==> src/rtl/conv_sequencer.sv <==
// rtl/conv_sequencer.sv - job-level sequencer driving the offset generator through filter/store/line/emit phases
module conv_sequencer #(
    parameter int LINE_COUNT  = 4,
    parameter int STORE_WORDS = 16,
    parameter int CNT_W       = 8
) (
    input  logic       clk,
    input  logic       rst,
    input  logic       start,
    input  logic       in_valid,
    output logic       in_ready,
    input  logic       gen_done,
    output logic       gen_active,
    output logic [1:0] gen_mode,
    output logic       gen_rst,
    output logic       mac_en,
    output logic       mac_clr,
    output logic       out_valid,
    input  logic       out_ready,
    output logic       busy,
    output logic       done
);

    localparam logic [1:0] MODE_FILTER = 2'b00;
    localparam logic [1:0] MODE_STORE  = 2'b01;
    localparam logic [1:0] MODE_LINE   = 2'b10;
    localparam logic [1:0] MODE_IDLE   = 2'b11;

    localparam logic [CNT_W-1:0] STORE_LAST = CNT_W'(STORE_WORDS - 1);
    localparam logic [CNT_W-1:0] LINE_LAST  = CNT_W'(LINE_COUNT - 1);

    typedef enum logic [2:0] {
        S_IDLE,
        S_CLEAR,
        S_LOAD_FILTER,
        S_STORE,
        S_READ_LINE,
        S_EMIT,
        S_FINISH
    } state_t;

    state_t           state;
    logic [CNT_W-1:0] store_cnt;
    logic [CNT_W-1:0] line_cnt;

    // gen_done is only consulted in phases where gen_active is forced high,
    // so the generator's idle/reset done=1 can never advance the sequencer.
    always_ff @(posedge clk) begin
        if (rst) begin
            state     <= S_IDLE;
            store_cnt <= '0;
            line_cnt  <= '0;
        end else begin
            case (state)
                S_IDLE: begin
                    if (start) state <= S_CLEAR;
                end
                S_CLEAR: begin
                    store_cnt <= '0;
                    line_cnt  <= '0;
                    state     <= S_LOAD_FILTER;
                end
                S_LOAD_FILTER: begin
                    if (gen_done) state <= S_STORE;
                end
                S_STORE: begin
                    if (in_valid) begin
                        if (store_cnt == STORE_LAST) begin
                            state <= S_READ_LINE;
                        end else begin
                            store_cnt <= store_cnt + 1'b1;
                        end
                    end
                end
                S_READ_LINE: begin
                    if (gen_done) state <= S_EMIT;
                end
                S_EMIT: begin
                    if (out_ready) begin
                        if (line_cnt == LINE_LAST) begin
                            state <= S_FINISH;
                        end else begin
                            line_cnt <= line_cnt + 1'b1;
                            state    <= S_READ_LINE;
                        end
                    end
                end
                S_FINISH: state <= S_IDLE;
                default:  state <= S_IDLE;
            endcase
        end
    end

    always_comb begin
        in_ready   = 1'b0;
        gen_active = 1'b0;
        gen_mode   = MODE_IDLE;
        gen_rst    = 1'b0;
        mac_en     = 1'b0;
        mac_clr    = 1'b0;
        out_valid  = 1'b0;
        busy       = 1'b0;
        done       = 1'b0;
        if (rst) begin
            gen_rst = 1'b1;
        end else begin
            busy = (state != S_IDLE);
            case (state)
                S_CLEAR: gen_rst = 1'b1;
                S_LOAD_FILTER: begin
                    gen_active = 1'b1;
                    gen_mode   = MODE_FILTER;
                end
                S_STORE: begin
                    gen_mode   = MODE_STORE;
                    in_ready   = 1'b1;
                    gen_active = in_valid;
                    mac_clr    = in_valid && (store_cnt == STORE_LAST);
                end
                S_READ_LINE: begin
                    gen_active = 1'b1;
                    gen_mode   = MODE_LINE;
                    mac_en     = 1'b1;
                end
                S_EMIT: begin
                    out_valid = 1'b1;
                    mac_clr   = out_ready && (line_cnt != LINE_LAST);
                end
                S_FINISH: done = 1'b1;
                default: ;
            endcase
        end
    end

endmodule

==> config.mk <==
export PLATFORM = sky130hd
export DESIGN_NAME = conv_sequencer
export DESIGN_NICKNAME = d
export VERILOG_FILES = /design/src/rtl/conv_sequencer.sv
export SDC_FILE = /design/constraint.sdc
export NUM_CORES = 1
export LEC_CHECK = 0
export ABC_CLOCK_PERIOD_IN_PS = 2400
export CORE_MARGIN = 4
export CORE_UTILIZATION = 40
export DETAILED_ROUTE_END_ITERATION = 6
export GPL_TIMING_DRIVEN = 1
export SYNTH_ARGS = -nofsm -noshare
export SYNTH_HDL_FRONTEND = slang
export SYNTH_SLANG_ARGS = --single-unit
==> constraint.sdc <==
create_clock -name clk -period 2.4 [get_ports clk]
set_input_delay 0.72 -clock clk [delete_from_list [all_inputs] [get_ports clk]]
set_output_delay 0.72 -clock clk [all_outputs]
set_load 0.1 [all_outputs]
==> impl_metrics.tcl <==
set metrics [dict create \
    cts_tree "built" \
    required_ps 1680 \
    syn_inst 154 \
    grt.total_usage 0.172 \
    ys_warn_count 0 \
    worstSkewPairLatency_ps 310 \
    dp_hpwl_um 2540 \
    hold_buffers 0 \
    wl_met2_um 1570 \
    die_w_um 64.3 \
    p_leak_nw 0.676 \
    synth_top_area_share 0.300 \
    num_vias 1323 \
    first_pass_iters 4 \
    ios 16 \
    ys_types 50 \
    place.gp.congestion 0.822 \
    vdd_drop_max_v 0.000217 \
    antenna_found_initial 0 \
    critPathArrivalTime_ps 1760 \
    syn_area_per_cell_um2 8.22 \
    crit_type "register to output port" \
    min_path_type "register to register" \
    critical-path-max-stage-delay_ps 380 \
    cts.clk_slew.worst_paths_ps 110 \
    synth_area_leader_cell "dfxtp_1" \
    dieHeight_um 64.3 \
    core_um2 3050 \
    rsz0062_at_grt "true" \
    fin_ws_ps -84.8 \
    met1Wirelength_um 1660 \
    ys_async_sr_fraction 0 \
    maxCapViolCount 0 \
    pre_cts_ws_ps -370 \
    fmax_mhz 402 \
    wl_met3_um 138 \
    startpoint_type "register" \
    top_layer "met4" \
    synth_edf_count 0 \
    port_buffers 15 \
    hold_viol 0 \
    start_util 0.415 \
    fin_util 0.609 \
    cts.sinks 19 \
    synth.area.top_cells "dfxtp_1, nand3_1, a21oi_1, nor2_1, o21ai_0" \
    cp.depth 6 \
    grt_pass1_vias 1175 \
    cts_buffers 3 \
    p_per_area_nw_per_um2 393 \
    multiInputGateArea_um2 926 \
    tightest_slew_ps 430 \
    fin_crit_sh 1.04 \
    area.growth.synth_to_final_pct 46.8 \
    clock_skew_ps 1.99 \
    report.final.slew_viol_count 0 \
    wl_um 3410 \
    route.detailed.drc 0 \
    ys_seq_area_frac 0.300 \
    critPathSlowestCell "dfxtp_4" \
    synthesis.nets 162 \
    grt_pass1_wl_um 5610 \
    whs_path_depth 2 \
    hold-path-endpoint "store_cnt[6]" \
    grt_max_degree 14 \
    outcome "finished, violations left" \
    die_area_um2 4130 \
    ys_top_cells_by_count "dfxtp_1, nor2_1, nand3_1, a21oi_1, o21ai_0" \
    synth_area_um2 1270 \
    nets 200 \
    critPathCaptureType "output port" \
    r2r_slack_ps 600 \
    critPathMaxFanout 4 \
    min_from "store_cnt[6]" \
    fill_cells 278 \
    wl_per_cell_um 14.5 \
    synth_flop_cell "dfxtp_1" \
    max_slew_margin 0.713 \
    grt_overflow 0 \
    path_buf_inv 1 \
    synth.most_common_cell "dfxtp_1" \
    ctsHtreeMaxLevel 1 \
    num_rows 20 \
    fin_crit_ps 2480 \
    cts_buffer_depth 2 \
    setup_viol_count_final 1 \
    postRouteAntennaNets 0 \
    reg2regPathDepth 7 \
    regArea_um2 390 \
    violations "setup timing" \
    r2r-end "line_cnt[5]" \
    n_antenna_cell 0 \
    drive_above_1_share 0.372 \
    viasPerCell 5.63 \
    drtIter0Drc 58 \
    root_buffer "clkbuf_4" \
    crit_family "compound AO/OA/AOI/OAI gates" \
    ys_ff_latch 19 \
    timing.rr.start "line_cnt[0]" \
    crit_path_cell_trace "ha_4 -> nor4b_4 -> a211o_1 -> o21a_1 -> nor2_4 -> buf_12" \
]
[cells in the final DEF (no fill, tap or decap), types with 3 or more instances in the layout]
cell      synthesis  layout
a21oi_1          12      11
nand2_1           8       8
buf_4             0      25
nor2_1           15      12
nor2b_1           3       3
mux2i_1           3       3
dfxtp_2           0       5
clkbuf_4          0       3
nor3_1            6       4
or3_1             4       3
nand3_1          14      13
buf_12            0      10
nand4_1           3       3
o21ai_0           9       7
a211oi_1          4       4
nand4b_1          3       3
inv_1             4       4
nor2_4            0       3
dfxtp_1          19      13
[through the flow]
stage	TNS (ps)	area (µm²)	hold slack, ps	power, mW	cells
finish	-84.8	1860	534	0.731	235
global placement	-1710	1740	513	0.563	223
global route	-177	1860	567	0.763	235
detailed placement	-1790	1740	515	0.565	223
CTS	-75.8	1790	537	0.740	228
floorplan	-792	1380	482	0.493	154
[how the worst max path moves through the flow]
stage / slack, ps / end / from
floorplan: -420 / gen_active / rst
global placement: -370 / mac_clr / out_ready
detailed placement: -370 / mac_clr / out_ready
CTS: -80 / mac_clr / line_cnt[0]
global route: -150 / mac_clr / line_cnt[0]
finish: -80 / mac_clr / line_cnt[0]
[cell type report]
cell class,count,share of cell area
tap,44,0.0296
multi-input combinational,123,0.498
clock buffer,4,0.0141
timing repair buffer,41,0.240
inverter,4,0.00808
sequential,19,0.210
[power by group]
group | internal (mW) | switching, mW | leakage [nW]
logic | 0.0872 | 0.140 | 0.504
registers | 0.320 | 0.0119 | 0.156
clock network | 0.0649 | 0.107 | 0.0150
[per-layer routing]
layer  track usage  up-vias
met5             0        -
met4        0.0739        0
met3        0.0281        4
met2         0.263       36
met1         0.236      622
li1              -      661
[state kept, by name (all words and copies together) (netlist names)]
name / cells
state: 3
store_cnt: 8
line_cnt: 8
[what timing repair did]
item,CTS,global route
pin swaps,5,3
endpoints found under the setup margin,9,2
hold endpoints to repair,0,0
buffers inserted,1,7
gates resized for setup,14,3
[cells by family (layout without fill, tap and decap cells)]
family,count (synthesis),after routing,share of synthesized area
buffers and inverters,12,49,0.0454
AOI/OAI and AO/OA,43,43,0.245
and+or+nand+nor,74,74,0.359
xor gates and xnor gates,1,1,0.00692
muxes,3,3,0.0237
DFF,19,19,0.300
adders and majority gates,2,2,0.0198
[tightest hold or removal path, delay by kind of cell, from the launching register on]
kind	cells	cell delay, ps
flip-flops	1	360
AO/OA/AOI/OAI	2	140
Power figures use the tool's default switching activity.
